### src/rtl/mem_port_arbiter.sv
// Arbitrates a fetch port and a data port onto one single-ported memory; optional MEM_ARB_RR_EN selects round-robin conflict policy.
// Latency: grant in cycle 0, LATENCY memory cycles, valid pulse in cycle LATENCY+1, next grant from LATENCY+2.
// Backpressure: requests are held by the requester until granted; nothing is granted while a transaction is in flight.
module mem_port_arbiter #(
    parameter int LATENCY = 2
) (
    input  logic        clk,
    input  logic        reset,
    input  logic        if_req,
    input  logic [31:0] if_addr,
    output logic        if_grant,
    output logic        if_valid,
    output logic [31:0] if_rdata,
    input  logic        d_req,
    input  logic        d_we,
    input  logic [31:0] d_addr,
    input  logic [31:0] d_wdata,
    output logic        d_grant,
    output logic        d_valid,
    output logic [31:0] d_rdata,
    output logic [31:0] mem_addr,
    output logic [31:0] mem_wdata,
    output logic        mem_read,
    output logic        mem_write,
    input  logic [31:0] mem_rdata,
    output logic        busy
);

    localparam logic [1:0] ST_IDLE   = 2'd0;
    localparam logic [1:0] ST_ACCESS = 2'd1;
    localparam logic [1:0] ST_RESP   = 2'd2;

    // Counter starts at LATENCY-1 so the ACCESS phase lasts exactly LATENCY cycles.
    localparam logic [3:0] CNT_LOAD = 4'(LATENCY - 1);

    logic [1:0]  state_q, state_d;
    logic [3:0]  cnt_q, cnt_d;
    logic [31:0] addr_q, addr_d;
    logic [31:0] wdata_q, wdata_d;
    logic        we_q, we_d;
    logic        own_d_q, own_d_d;      // 1 = data port owns the current transaction
    logic [31:0] if_rdata_q, if_rdata_d;
    logic [31:0] d_rdata_q, d_rdata_d;
    logic        grant_if, grant_d;

`ifdef MEM_ARB_RR_EN
    logic        last_d_q, last_d_d;    // 1 = data port was granted last
`endif

    // Grant selection: only in IDLE and never while reset is asserted.
    always_comb begin
        grant_if = 1'b0;
        grant_d  = 1'b0;
        if (!reset && state_q == ST_IDLE) begin
            if (if_req && d_req) begin
`ifdef MEM_ARB_RR_EN
                // Conflict goes to the port that did not win last time.
                grant_d  = !last_d_q;
                grant_if = last_d_q;
`else
                // Conflict always goes to the data port.
                grant_d  = 1'b1;
`endif
            end else begin
                grant_if = if_req;
                grant_d  = d_req;
            end
        end
    end

    // Next-state logic for the transaction FSM and its latched operands.
    always_comb begin
        state_d    = state_q;
        cnt_d      = cnt_q;
        addr_d     = addr_q;
        wdata_d    = wdata_q;
        we_d       = we_q;
        own_d_d    = own_d_q;
        if_rdata_d = if_rdata_q;
        d_rdata_d  = d_rdata_q;
`ifdef MEM_ARB_RR_EN
        last_d_d   = last_d_q;
`endif
        case (state_q)
            ST_IDLE: begin
                if (grant_if || grant_d) begin
                    state_d = ST_ACCESS;
                    cnt_d   = CNT_LOAD;
                    own_d_d = grant_d;
                    addr_d  = grant_d ? d_addr : if_addr;
                    we_d    = grant_d && d_we;
                    // Fetches never write; park write data at zero for them.
                    wdata_d = grant_d ? d_wdata : 32'h0;
`ifdef MEM_ARB_RR_EN
                    last_d_d = grant_d;
`endif
                end
            end
            ST_ACCESS: begin
                if (cnt_q == 4'd0) begin
                    state_d = ST_RESP;
                    // Read data is taken on the final memory cycle; writes leave rdata alone.
                    if (!we_q) begin
                        if (own_d_q) begin
                            d_rdata_d = mem_rdata;
                        end else begin
                            if_rdata_d = mem_rdata;
                        end
                    end
                end else begin
                    cnt_d = cnt_q - 4'd1;
                end
            end
            ST_RESP: begin
                state_d = ST_IDLE;
            end
            default: begin
                state_d = ST_IDLE;
            end
        endcase
    end

    // State registers with synchronous reset; reset aborts any transaction in flight.
    always_ff @(posedge clk) begin
        if (reset) begin
            state_q    <= ST_IDLE;
            cnt_q      <= 4'd0;
            addr_q     <= 32'h0;
            wdata_q    <= 32'h0;
            we_q       <= 1'b0;
            own_d_q    <= 1'b0;
            if_rdata_q <= 32'h0;
            d_rdata_q  <= 32'h0;
`ifdef MEM_ARB_RR_EN
            last_d_q   <= 1'b0;
`endif
        end else begin
            state_q    <= state_d;
            cnt_q      <= cnt_d;
            addr_q     <= addr_d;
            wdata_q    <= wdata_d;
            we_q       <= we_d;
            own_d_q    <= own_d_d;
            if_rdata_q <= if_rdata_d;
            d_rdata_q  <= d_rdata_d;
`ifdef MEM_ARB_RR_EN
            last_d_q   <= last_d_d;
`endif
        end
    end

    assign if_grant  = grant_if;
    assign d_grant   = grant_d;
    assign if_valid  = (state_q == ST_RESP) && !own_d_q;
    assign d_valid   = (state_q == ST_RESP) && own_d_q;
    assign if_rdata  = if_rdata_q;
    assign d_rdata   = d_rdata_q;
    assign mem_addr  = addr_q;
    assign mem_wdata = wdata_q;
    assign mem_read  = (state_q == ST_ACCESS) && !we_q;
    assign mem_write = (state_q == ST_ACCESS) && we_q;
    assign busy      = (state_q != ST_IDLE);

endmodule

### config.mk
export PLATFORM = sky130hd
export DESIGN_NAME = mem_port_arbiter
export DESIGN_NICKNAME = d
export VERILOG_FILES = /design/src/rtl/mem_port_arbiter.sv
export SDC_FILE = /design/constraint.sdc
export NUM_CORES = 1
export LEC_CHECK = 0
export ABC_AREA = 1
export CORE_ASPECT_RATIO = 0.9
export CORE_MARGIN = 2
export CORE_UTILIZATION = 40
export CTS_BUF_LIST = sky130_fd_sc_hd__clkbuf_4 sky130_fd_sc_hd__clkbuf_8
export DETAILED_ROUTE_END_ITERATION = 12
export GPL_TIMING_DRIVEN = 0
export PLACE_DENSITY = 0.8
export SKIP_LAST_GASP = 1
export SYNTH_ARGS = -nofsm -noshare
export SYNTH_HDL_FRONTEND = slang
export SYNTH_SLANG_ARGS = --single-unit
### constraint.sdc
create_clock -name clk -period 2.4 [get_ports clk]
set_clock_uncertainty 0.2 [all_clocks]
set_input_delay 0.72 -clock clk [delete_from_list [all_inputs] [get_ports clk]]
set_output_delay 0.72 -clock clk [all_outputs]
set_load 0.05 [all_outputs]
==> results.tsv, run 1 <==
metric	value	unit
routed_via_density	4.89	
overflow	0	
ff2ff_setup_slack	0.50	ns
maxSlewHeadroom	0.627	
hp-class	register to register	
synth_fp_nets	870	
drt-total-wl	17800	microns
stdcell_count	1213	
start_kind	input port	
period_share	1.00	
p_leak	0.00403	uW
cts_tree	done	
end_kind	output port	
slowest_stage	buf_4	
grt_usage	0.244	
setup_violations	1	
grt_max_degree	17	
drtPass1Iterations	5	
grt_pass1_vias	5669	
clkTransAtPathRegs	0.08	ns
synth_top_family_by_area	simple AND/OR/NAND/NOR gates	
io_pins	268	
crit_arrival	1.48	ns
finalHoldViolCount	0	
holdBufCountCts	0	
clk_path_buf_depth	2	
dieArea	14400	sq um
p_per_area	980	nW/um^2
final_nets	1167	
period_needed	2.40	ns
critPathMostFrequentCell	buf_8	
place.gp.congestion	0.912	
port_buffers	265	
outcome	finished, violations left	
vdd_ir_drop_max	0.502	mV
setup_ws	-0.00137	ns
crit_path_cell_trace	buf_4 > buf_8 > inv_1 > nand4_1 > inv_4 > buf_8	
violations	negative setup slack	
clock.fmax	416	MHz
synthSimpleGateAreaFrac	0.295	
ys_warn_count	0	
ys_seq_area_frac	0.505	
path_class	input port to output port	
dp_cells	1168	
tightest_slew	0.561	ns
dp_hpwl	13300	microns
die_w	126	microns
synth-seq-cells	136	
netlist_area	5390	sq um
maxCapViolCount	0	
mostFrequentLayoutCell	nand2_1	
initial_core_util	0.407	
drc_errors	0	
syn_inst	735	
yosys.cell_types.count	23	
cts_num_sinks	136	
synth_fa_ha_area_frac	0.00464	
synth.avg_cell_area	7.34	sq um
required	1.48	ns
muxShareOfSynthArea	0	
num_rows	40	
ant_nets	0	
antenna_found_initial	0	
fp.dieH	114	microns
cts_root_buf	clkbuf_8	
synthXorXnorAreaFrac	0.00162	
drt_iter0_drc	353	
dp_slack	-0.905	ns
cts_buffers	17	
insertion_delay	0.44	ns
grt_first_pass_wirelength	27800	microns
vias	5928	
utilization	0.657	
maxSlewViolCount	0	
max_stage_delay	0.17	ns
cts_max_level	4	
antennaDiodeCount	0	
cp_max_fo	8	
core	13300	sq um
synth_compound_area_frac	0.127	
layout_common_cells	206 x nand2_1, 137 x nor2_1, 135 x dfxtp_1, 129 x clkdlybuf4s50_1, 129 x dlygate4sd2_1	
rsz0062_at_grt	true	
drive_above_1_share	0.0995	
area_growth	61.7	%
avgRoutedWirePerCell	14.7	microns
-- where the power goes --
part	switching [uW]	total, uW	leakage (uW)	internal [uW]
registers	186	2810	0.00111	2630
clock network	925	2230	0.000237	1300
logic	2410	3500	0.00269	1090
-- cells in the mapped netlist, drive strengths merged --
cell type / number / area, sq um
nand2: 209 / 792
inv: 16 / 60.1
nand4: 33 / 206
nor3: 3 / 15.0
nand3: 8 / 52.6
nor2: 138 / 526
ha: 2 / 25.0
buf: 33 / 211
clkinv: 1 / 5.00
xnor2: 1 / 8.76
o211ai: 1 / 21.3
a21oi: 68 / 340
clkbuf: 21 / 81.3
o21ai: 65 / 325
dfxtp: 136 / 2720
-- critical path: cells and delay by family --
| kind | cells | cell delay [ns] |
|---|---|---|
| buffers and inverters | 5 | 0.60 |
| AND/OR/NAND/NOR | 1 | 0.16 |
-- worst paths after layout --
| path | startpoint | depth (start not counted) | end |
|---|---|---|---|
| setup / recovery | d_req | 6 | if_grant |
| hold reg to reg | mem_wdata[3]$_SDFFE_PP0P_ | 2 | mem_wdata[3]$_SDFFE_PP0P_ |
| setup reg to reg | cnt_q[0]$_SDFFE_PP0P_ | 8 | d_rdata[5]$_SDFFE_PP0P_ |
| hold / removal | mem_wdata[3]$_SDFFE_PP0P_ | 2 | mem_wdata[3]$_SDFFE_PP0P_ |
-- metal layers --
layer | part of all wire | global-route usage | up-vias
met2 | 0.47 | 0.405 | 207
met3 | 0.072 | 0.0757 | 29
li1 | - | - | 2977
met1 | 0.44 | 0.300 | 2715
met5 | 0 | 0 | -
met4 | 0.019 | 0.0857 | 0
-- metrics by stage --
stage	total power [uW]	setup TNS [ns]	hold WS (ns)	cell area, sq um
after floorplan	5240	0	0.254	5420
after global placement	6470	-2.38	0.247	8280
after detailed placement	6500	-2.80	0.252	8280
after CTS	8510	-0.178	0.260	8610
after global routing	8990	-0.0860	0.275	8720
final	8550	-0.00137	0.260	8720
-- cells by family after synthesis --
family / after synthesis
AO/OA/AOI/OAI: 134
XOR/XNOR: 1
adder cells (fa/ha/maj): 2
buffers and inverters: 71
flip-flops: 136
AND/OR/NAND/NOR: 391
-- what timing repair did --
| action | 4_1_cts | 5_1_grt |
|---|---|---|
| endpoints found under the setup margin | 135 | 6 |
| setup buffers | 3 | 12 |
| gates resized for setup | 175 | 13 |
| pin swaps | 2 | 2 |
-- cell type report --
class / count / area (sq um)
multi-input cells: 528 / 2310
well taps: 168 / 210
flip-flops and latches: 136 / 2720
repair buffers: 280 / 2590
inverters: 17 / 91.3
fillers: 1207 / 4540
clock buffers: 19 / 262
clock inverters: 13 / 215
plain buffers: 52 / 310
-- state kept, by name (all words and copies together) (netlist names) --
signal / count
state_q: 2
mem_addr: 32
we_q: 1
d_rdata: 32
own_d_q: 1
if_rdata: 32
cnt_q: 4
mem_wdata: 32
Note: power is estimated with default switching activity, not from simulation.
==> run 2, diff against run 1 <==
HOLD_SLACK_MARGIN = 0.15   (was unset)
==> results of run 2 <==
Final layout, timing and power as in run 1 (identical DEF).
